## src/rtl/instr_prefetch_queue.sv

```systemverilog
// instr_prefetch_queue: sequential instruction fetch with credit-limited FIFO and redirect flush.
// Optional perf counters are built when PF_PERF_CNT_EN is defined.
module instr_prefetch_queue #(
    parameter int          DEPTH   = 4,
    parameter logic [63:0] PC_STEP = 64'd4
) (
    input  logic        CLK,
    input  logic        resetl,
    input  logic [63:0] startpc,
    input  logic        redirect_valid,
    input  logic [63:0] redirect_pc,
    output logic        mem_req_valid,
    output logic [63:0] mem_req_addr,
    input  logic        mem_req_ready,
    input  logic        mem_rsp_valid,
    input  logic [31:0] mem_rsp_data,
    output logic        inst_valid,
    output logic [31:0] inst_data,
    output logic [63:0] inst_pc,
    input  logic        inst_ready,
    output logic [31:0] fetch_count,
    output logic [31:0] flush_count
);
    localparam int AW = $clog2(DEPTH);

    typedef enum logic [1:0] {IDLE, REQ, WAIT, DROP} state_t;

    state_t      r_state, w_next;
    logic [63:0] r_fetch_pc, r_req_pc;
    logic [31:0] r_mem_data [DEPTH];
    logic [63:0] r_mem_pc [DEPTH];
    logic [AW-1:0] r_rd, r_wr, w_rd_n;
    logic [AW:0]   r_cnt, w_cnt_n;
    logic        r_inst_valid;
    logic [31:0] r_inst_data, w_head_data;
    logic [63:0] r_inst_pc, w_head_pc;
    logic        w_push, w_pop, w_out, w_credit, w_accept, w_fwd;

    assign w_out    = r_state == WAIT || r_state == DROP;
    assign w_credit = (int'(r_cnt) + int'(w_out)) < DEPTH;
    assign w_accept = r_state == REQ && mem_req_ready;
    assign w_push   = r_state == WAIT && mem_rsp_valid && !redirect_valid;
    assign w_pop    = r_inst_valid && inst_ready && !redirect_valid;
    assign w_cnt_n  = r_cnt + (AW+1)'(w_push) - (AW+1)'(w_pop);
    assign w_rd_n   = r_rd + AW'(w_pop);
    // A push into an otherwise-empty queue bypasses the array so the head is ready next cycle.
    assign w_fwd       = w_push && w_cnt_n == (AW+1)'(1);
    assign w_head_data = w_fwd ? mem_rsp_data : r_mem_data[w_rd_n];
    assign w_head_pc   = w_fwd ? r_req_pc : r_mem_pc[w_rd_n];

    always_ff @(posedge CLK) begin
        if (resetl)
            r_state <= IDLE;
        else
            r_state <= w_next;
    end

    // A stale request still in flight after a redirect must be drained in DROP.
    always_comb begin
        w_next = r_state;
        if (redirect_valid)
            w_next = ((w_out && !mem_rsp_valid) || w_accept) ? DROP : REQ;
        else
            w_next = r_state == IDLE ? (w_credit ? REQ : IDLE)
                   : r_state == REQ  ? (mem_req_ready ? WAIT : REQ)
                   : r_state == WAIT ? (mem_rsp_valid ? ((int'(w_cnt_n) < DEPTH) ? REQ : IDLE) : WAIT)
                   : (mem_rsp_valid ? REQ : DROP);
    end

    always_comb begin
        mem_req_valid = r_state == REQ;
        mem_req_addr  = r_fetch_pc;
    end

    always_ff @(posedge CLK) begin
        if (resetl) begin
            r_fetch_pc   <= startpc;
            r_req_pc     <= '0;
            r_rd         <= '0;
            r_wr         <= '0;
            r_cnt        <= '0;
            r_inst_valid <= 1'b0;
            r_inst_data  <= '0;
            r_inst_pc    <= '0;
        end else begin
            if (w_accept)
                r_req_pc <= r_fetch_pc;
            if (redirect_valid)
                r_fetch_pc <= redirect_pc;
            else if (w_accept)
                r_fetch_pc <= r_fetch_pc + PC_STEP;
            if (redirect_valid) begin
                r_rd         <= '0;
                r_wr         <= '0;
                r_cnt        <= '0;
                r_inst_valid <= 1'b0;
            end else begin
                r_rd         <= w_rd_n;
                r_cnt        <= w_cnt_n;
                r_inst_valid <= w_cnt_n != '0;
                if (w_push)
                    r_wr <= r_wr + AW'(1);
                if (w_cnt_n != '0) begin
                    r_inst_data <= w_head_data;
                    r_inst_pc   <= w_head_pc;
                end
            end
        end
    end

    always_ff @(posedge CLK) begin
        if (w_push) begin
            r_mem_data[r_wr] <= mem_rsp_data;
            r_mem_pc[r_wr]   <= r_req_pc;
        end
    end

    assign inst_valid = r_inst_valid;
    assign inst_data  = r_inst_data;
    assign inst_pc    = r_inst_pc;

`ifdef PF_PERF_CNT_EN
    logic [31:0] r_fetch_cnt, r_flush_cnt;

    always_ff @(posedge CLK) begin
        if (resetl) begin
            r_fetch_cnt <= '0;
            r_flush_cnt <= '0;
        end else begin
            if (mem_req_valid && mem_req_ready)
                r_fetch_cnt <= r_fetch_cnt + 32'd1;
            if (redirect_valid)
                r_flush_cnt <= r_flush_cnt + 32'd1;
        end
    end

    assign fetch_count = r_fetch_cnt;
    assign flush_count = r_flush_cnt;
`else
    assign fetch_count = '0;
    assign flush_count = '0;
`endif
endmodule

```

## config.mk

```make
export PLATFORM = sky130hd
export DESIGN_NAME = instr_prefetch_queue
export DESIGN_NICKNAME = d
export VERILOG_FILES = /design/src/rtl/instr_prefetch_queue.sv
export SDC_FILE = /design/constraint.sdc
export NUM_CORES = 1
export LEC_CHECK = 0
export CORE_MARGIN = 2
export CORE_UTILIZATION = 50
export DETAILED_ROUTE_END_ITERATION = 6
export PLACE_DENSITY = 0.74
export SLEW_MARGIN = 10
export SYNTH_ARGS = -nofsm -noshare
export SYNTH_HDL_FRONTEND = slang
export SYNTH_SLANG_ARGS = --single-unit
```

## constraint.sdc

```tcl
create_clock -name CLK -period 5.5 [get_ports CLK]
set_clock_uncertainty 0.15 [all_clocks]
set_input_delay 1.375 -clock CLK [delete_from_list [all_inputs] [get_ports CLK]]
set_output_delay 1.375 -clock CLK [all_outputs]
set_load 0.005 [all_outputs]
```

---- Word level (Yosys, flattened, before mapping) ----
Memories as Yosys holds them, arrays and structs flattened.
Index checks and enable logic that the tools add are counted.
word-level totals
  word-level logic and storage cells ...... 57
  output and inout bits ................... 226
  bits in latches ......................... 0
  memory bits (read-only) ................. 0
  register bits after elaboration ......... 234
  bits in writable memories ............... 384
  memories ................................ 2
  bits of input ports ..................... 166
memory list
  memory      depth  bits a word  read ports  clocked after Yosys merged registers in  write ports  line  RTL
  r_mem_pc    4      64           1           0                                        1            31    logic [63:0] r_mem_pc [DEPTH];
  r_mem_data  4      32           1           0                                        1            30    logic [31:0] r_mem_data [DEPTH];
operators by class
  muxes and demuxes ....................... 17
  add/subtract/negate cells ............... 6
  reduce and logical (&&, ||, !) cells .... 16
  magnitude comparators ................... 2
  divide/modulo/power cells ............... 0
  equality and inequality tests ........... 4
  multipliers ............................. 0
  bitwise operators ....................... 1
  shifts and indexed selects .............. 0
operators with widths
  kind                   number
  $mux 64                4
  $add 64x3->64 const B  1
  $mux 32                1
  $mux 2                 8
  $logic_and 1x1->1      7
  $reduce_bool 3->1      2
  $add 3x1->4            1
  $eq 2x2->1 const B     2
  $lt 4x3->1 const B     1
  $mux 1                 4
  $add 3x1->3            1
  $eq 3x1->1 const B     1
  $lt 3x3->1 const B     1
  $sub 3x1->3            1
  $add 2x1->2            1
  $add 2x1->2 const B    1
  $eq 2x1->1 const B     1
  $logic_not 1->1        2
  $logic_not 2->1        1
  $logic_or 1x1->1       2
  $reduce_and 2->1       1
  $reduce_or 2->1        1
  $not 1->1              1

---- Logic depth before layout (Yosys ltp) ----
  depth in word-level cells ............... 12
  gate-level depth with buffers ........... 16
  gate-level depth less buffers ........... 14

---- Worst setup path after synthesis ----
OpenSTA, ideal clock, no wires.
  path kind ............................... input to register
  from .................................... input port redirect_valid
  to ...................................... memory r_mem_data[0][0], enable pin
  data arrival time ....................... 3.972 ns
  stages .................................. 3
  buffers on the path ..................... 1
  slack ................................... 0.913 ns
  library setup time ...................... 0.466 ns
  data required time ...................... 4.884 ns
  cell sequence ........................... buf_2 -> nor2_2 -> and2_1
between the ends
  longest elaborated chain between the ends .. 4
RTL lines
  item                          line  RTL
  start: declaration            10    input logic redirect_valid,
  $logic_not 1->1               42    assign w_push = r_state == WAIT && mem_rsp_valid && !redirect_valid;
  $logic_and 1x1->1             42
  $mux 1                        112   if (w_push) begin
  $mux 1 (not written as such)  113   r_mem_data[r_wr] <= mem_rsp_data;
  end: declaration              30
Every way passes these cells.

---- Worst setup path after layout ----
  from .................................... input port mem_rsp_valid
  to ...................................... register r_inst_pc[48] (netlist: inst_pc[48])
between the ends
  longest elaborated chain between the ends .. 7
  elaborated cells between the ends (all ways) .. 9
  classes of those cells .................. add/sub (2); eq/ne (1); mux (1); reduce/logical (5)
RTL lines
  item                               line  RTL
  start: declaration                 15    input logic mem_rsp_valid,
  $logic_and 1x1->1 * (2 in series)  42
  $add 3x1->3                        44    assign w_cnt_n = r_cnt + (AW+1)'(w_push) - (AW+1)'(w_pop);
  $sub 3x1->3                        44
  $eq 3x1->1                         47    assign w_fwd = w_push && w_cnt_n == (AW+1)'(1);
  $logic_and 1x1->1                  47
  $mux 64                            49    assign w_head_pc = w_fwd ? r_req_pc : r_mem_pc[w_rd_n];
  end signal: assignment             105   r_inst_pc <= w_head_pc;
  end: declaration                   36    logic [63:0] r_inst_pc, w_head_pc;
Mark *: on every way between the ends. The rest lies on a longest branch, timed or not.
A chain may end at the register's enable or synchronous reset.

==> metrics <==
average size of a mapped cell 13.5 sq um; met1 GRT Util 0.325; clock buffer depth 3; clock transition at the registers of the reported paths 0.07 ns; Fmax 224 MHz; area grow syn2layout 22.8%; ys flop type edfxtp_1; post-DR wirelength/cell 22.9 um; setup bufs post-CTS 0; Min-Delay Path Class flip-flop to flip-flop; post-synthesis cell count 1,879; Critical R2R Launch r_state[1]; crit path to inst_pc[48]; initial antenna violation count 0; Lkg Pwr 10.0 nW; number of enable flip-flop cells after synthesis 448; post-synthesis compound-gate area fraction 0.0750; Hold Vio Cnt, Final 0; DP HPWL 40.2 mm; FILL cells 3,802; R2R depth 14; multiplexer area fraction after synthesis 0.0887; PortBufs 327; post-synthesis async set-or-reset flop share 0; global-route wire length before repair 101 mm; sequential cell area 0.0169 sq mm; worst reg2reg path endpoint inst_pc[48]; adder-cell area share of the yosys netlist 0.00522; core area 0.0502 sq mm; DIE AREA 0.0527 sq mm; area of the multi-input gates 0.00783 sq mm; Unique masters post-synth 54; final core utilization 0.623; WP data required 5.86 ns; Slew HR 0.336; clk_lat worst skew 0.63 ns; H-tree depth 2; antenna viol nets, final 0; GRT Util Overall 0.250; Worst setup SP type input pin; Synth Area in Simple Gates 0.107; Rows 82; met3 Track Usage GR 0.0533; vias in the first global route 16.9k; power per cell area 323 mW/mm^2; commonest non-fill, non-tap cell in the layout edfxtp_1; crit path from mem_rsp_valid; TritonCTS buffer count 61; Final TNS setup 0 ns; commonest non-fill, non-tap cells in the layout edfxtp_1, nand2_1, clkdlybuf4s50_1; Final nets 2,349; Root Buffer clkbuf_16; number of diodes 0; drt first pass iters 5; starting DRC count in detailed routing 1,462; vias per inst 5.72; post-route cell area 0.0312 sq mm; final worst-path cycle share 0.813; run status finished, final reports clean; total grt overflow 0; Resized cells post-CTS 0; worst IR drop on VDD 0.229 mV; via count 16.6k; CP Class input pin to flip-flop; largest family of logic cells by synthesized area simple AND/OR/NAND/NOR gates; clock sinks 618; Yosys warning count 0; CP arrival 4.83 ns; M2 GR Usage 0.419; layout cells sized above 1 0.117; Worst R2R Setup Slack 1.90 ns; placer congestion estimate 0.856; hold_ws 0.346 ns; min Tclk post-route 4.47 ns; initial core utilization 0.507; placed instance area 0.0292 sq mm; CTS tree built; hold buffer count at CTS 0; Worst-Margin Slew 0.996 ns; DRT Wirelength 66.2 mm; critical-path maximum fanout 46; setup violators final 0; Seq/Total Area, Yosys 0.663; Post-Synth XOR/XNOR Area 0.0200; IO Count 392; Netlist Area Pre-Place 0.0254 sq mm; chip height 229 um; RSZ-0062 raised after global routing no; Total Power 10.1 mW; # DRC 0; Die X 229 um; largest net degree at the start of global routing 180; Worst setup EP type flip-flop; max-capacitance violation count 0; Final Slew Violations 0; Yosys reg bits 618; global route hottest layer met2
-- state kept, by name, summed over array words and instances, names as in the netlist --
name and count:
inst_data 32, inst_valid 1, r_req_pc 64, r_rd 2, r_wr 2, r_mem_pc 256, r_cnt 3, mem_req_addr 64
r_state 2, r_mem_data 128, inst_pc 64
-- cells in the mapped netlist (2+ instances only) --
cell / n / share of area
nor3_2: 6 / 0.0024
edfxtp_1: 448 / 0.53
xor2_1: 16 / 0.0055
inv_1: 13 / 0.0019
nand4_4: 2 / 0.0017
dfxtp_1: 170 / 0.13
nor3_1: 11 / 0.0022
nor2_1: 120 / 0.018
nor4_1: 8 / 0.0020
o21ai_1: 13 / 0.0026
nand4_1: 17 / 0.0042
nand3_1: 15 / 0.0030
nand2b_1: 6 / 0.0015
and2_1: 10 / 0.0025
or3_1: 2 / 0.00049
mux2_2: 2 / 0.00089
mux4_2: 96 / 0.085
buf_2: 26 / 0.0051
o22ai_1: 12 / 0.0030
o31ai_1: 4 / 0.0012
and3_1: 12 / 0.0030
o31a_1: 2 / 0.00069
a311oi_1: 96 / 0.033
mux2i_1: 7 / 0.0028
a22oi_1: 29 / 0.0086
buf_1: 10 / 0.0015
ha_1: 9 / 0.0044
o221ai_1: 2 / 0.00069
nor4_2: 6 / 0.0030
o21ai_0: 36 / 0.0071
nor2_2: 2 / 0.00049
a21oi_1: 86 / 0.017
nor4_4: 3 / 0.0025
o21a_1: 2 / 0.00059
a22o_1: 2 / 0.00069
buf_6: 2 / 0.00089
clkbuf_1: 82 / 0.012
xnor2_1: 42 / 0.014
nand2_1: 363 / 0.054
and4_1: 11 / 0.0038
buf_4: 65 / 0.019
-- power breakdown --
group / leakage (nW) / total, mW / switching [mW] / internal (mW)
Sequential: 5.30 / 5.28 / 0.167 / 5.11
Combinational: 3.72 / 0.633 / 0.303 / 0.330
Clock: 0.999 / 4.18 / 1.74 / 2.44
Total: 10.0 / 10.1 / 2.21 / 7.88
-- stage by stage --
step	worst slack, ns	instances
floorplan	0.913	1942
global placement	0.565	2782
global route	0.768	2896
finish	1.03	2896
detailed placement	0.416	2782
CTS	1.06	2896
-- worst max-delay path: stages --
cell	delay, ns
clkdlybuf4s50_1	0.50
nand3b_1	0.17
nor2_2	0.24
inv_1	0.13
ha_1	0.31
inv_1	0.06
ha_1	0.13
inv_1	0.05
fa_1	0.37
xnor2_1	0.39
nand3_1	0.19
nor2_4	0.18
buf_12	0.29
nand2_1	0.09
a311oi_1	0.33
-- layer usage --
layer / up-vias / routed length (um)
met5: - / 0
met4: 0 / 1840
met3: 107 / 5080
met2: 669 / 32600
met1: 8284 / 26700
li1: 7505 / -
-- layout make-up --
type	count	share of cell area
Multi-Input combinational cell	1123	0.251
Clock inverter	27	0.00953
Sequential cell	618	0.540
Inverter	15	0.00180
Clock buffer	87	0.0556
Timing Repair Buffer	354	0.116
Tap cell	672	0.0269
-- worst min path at each step --
stage,startpoint,endpoint,cells past startpoint
after floorplan,r_req_pc[0],r_req_pc[0],2
after global placement,inst_pc[53],inst_pc[53],2
after detailed placement,inst_pc[20],inst_pc[20],2
after CTS,inst_pc[20],inst_pc[20],2
after global routing,inst_data[5],inst_data[5],2
final,inst_data[14],inst_data[14],2
-- logic make-up (layout without fill, tap and decap cells) --
family | after synthesis | in the layout
compound gates | 284 | 284
xor+xnor | 58 | 58
fa+ha+maj | 10 | 10
buf+inv | 201 | 483
flops | 618 | 618
mux | 105 | 105
other cells | 1 | 64
simple gates | 602 | 602
No activity file was read; power rests on OpenSTA's default activity.
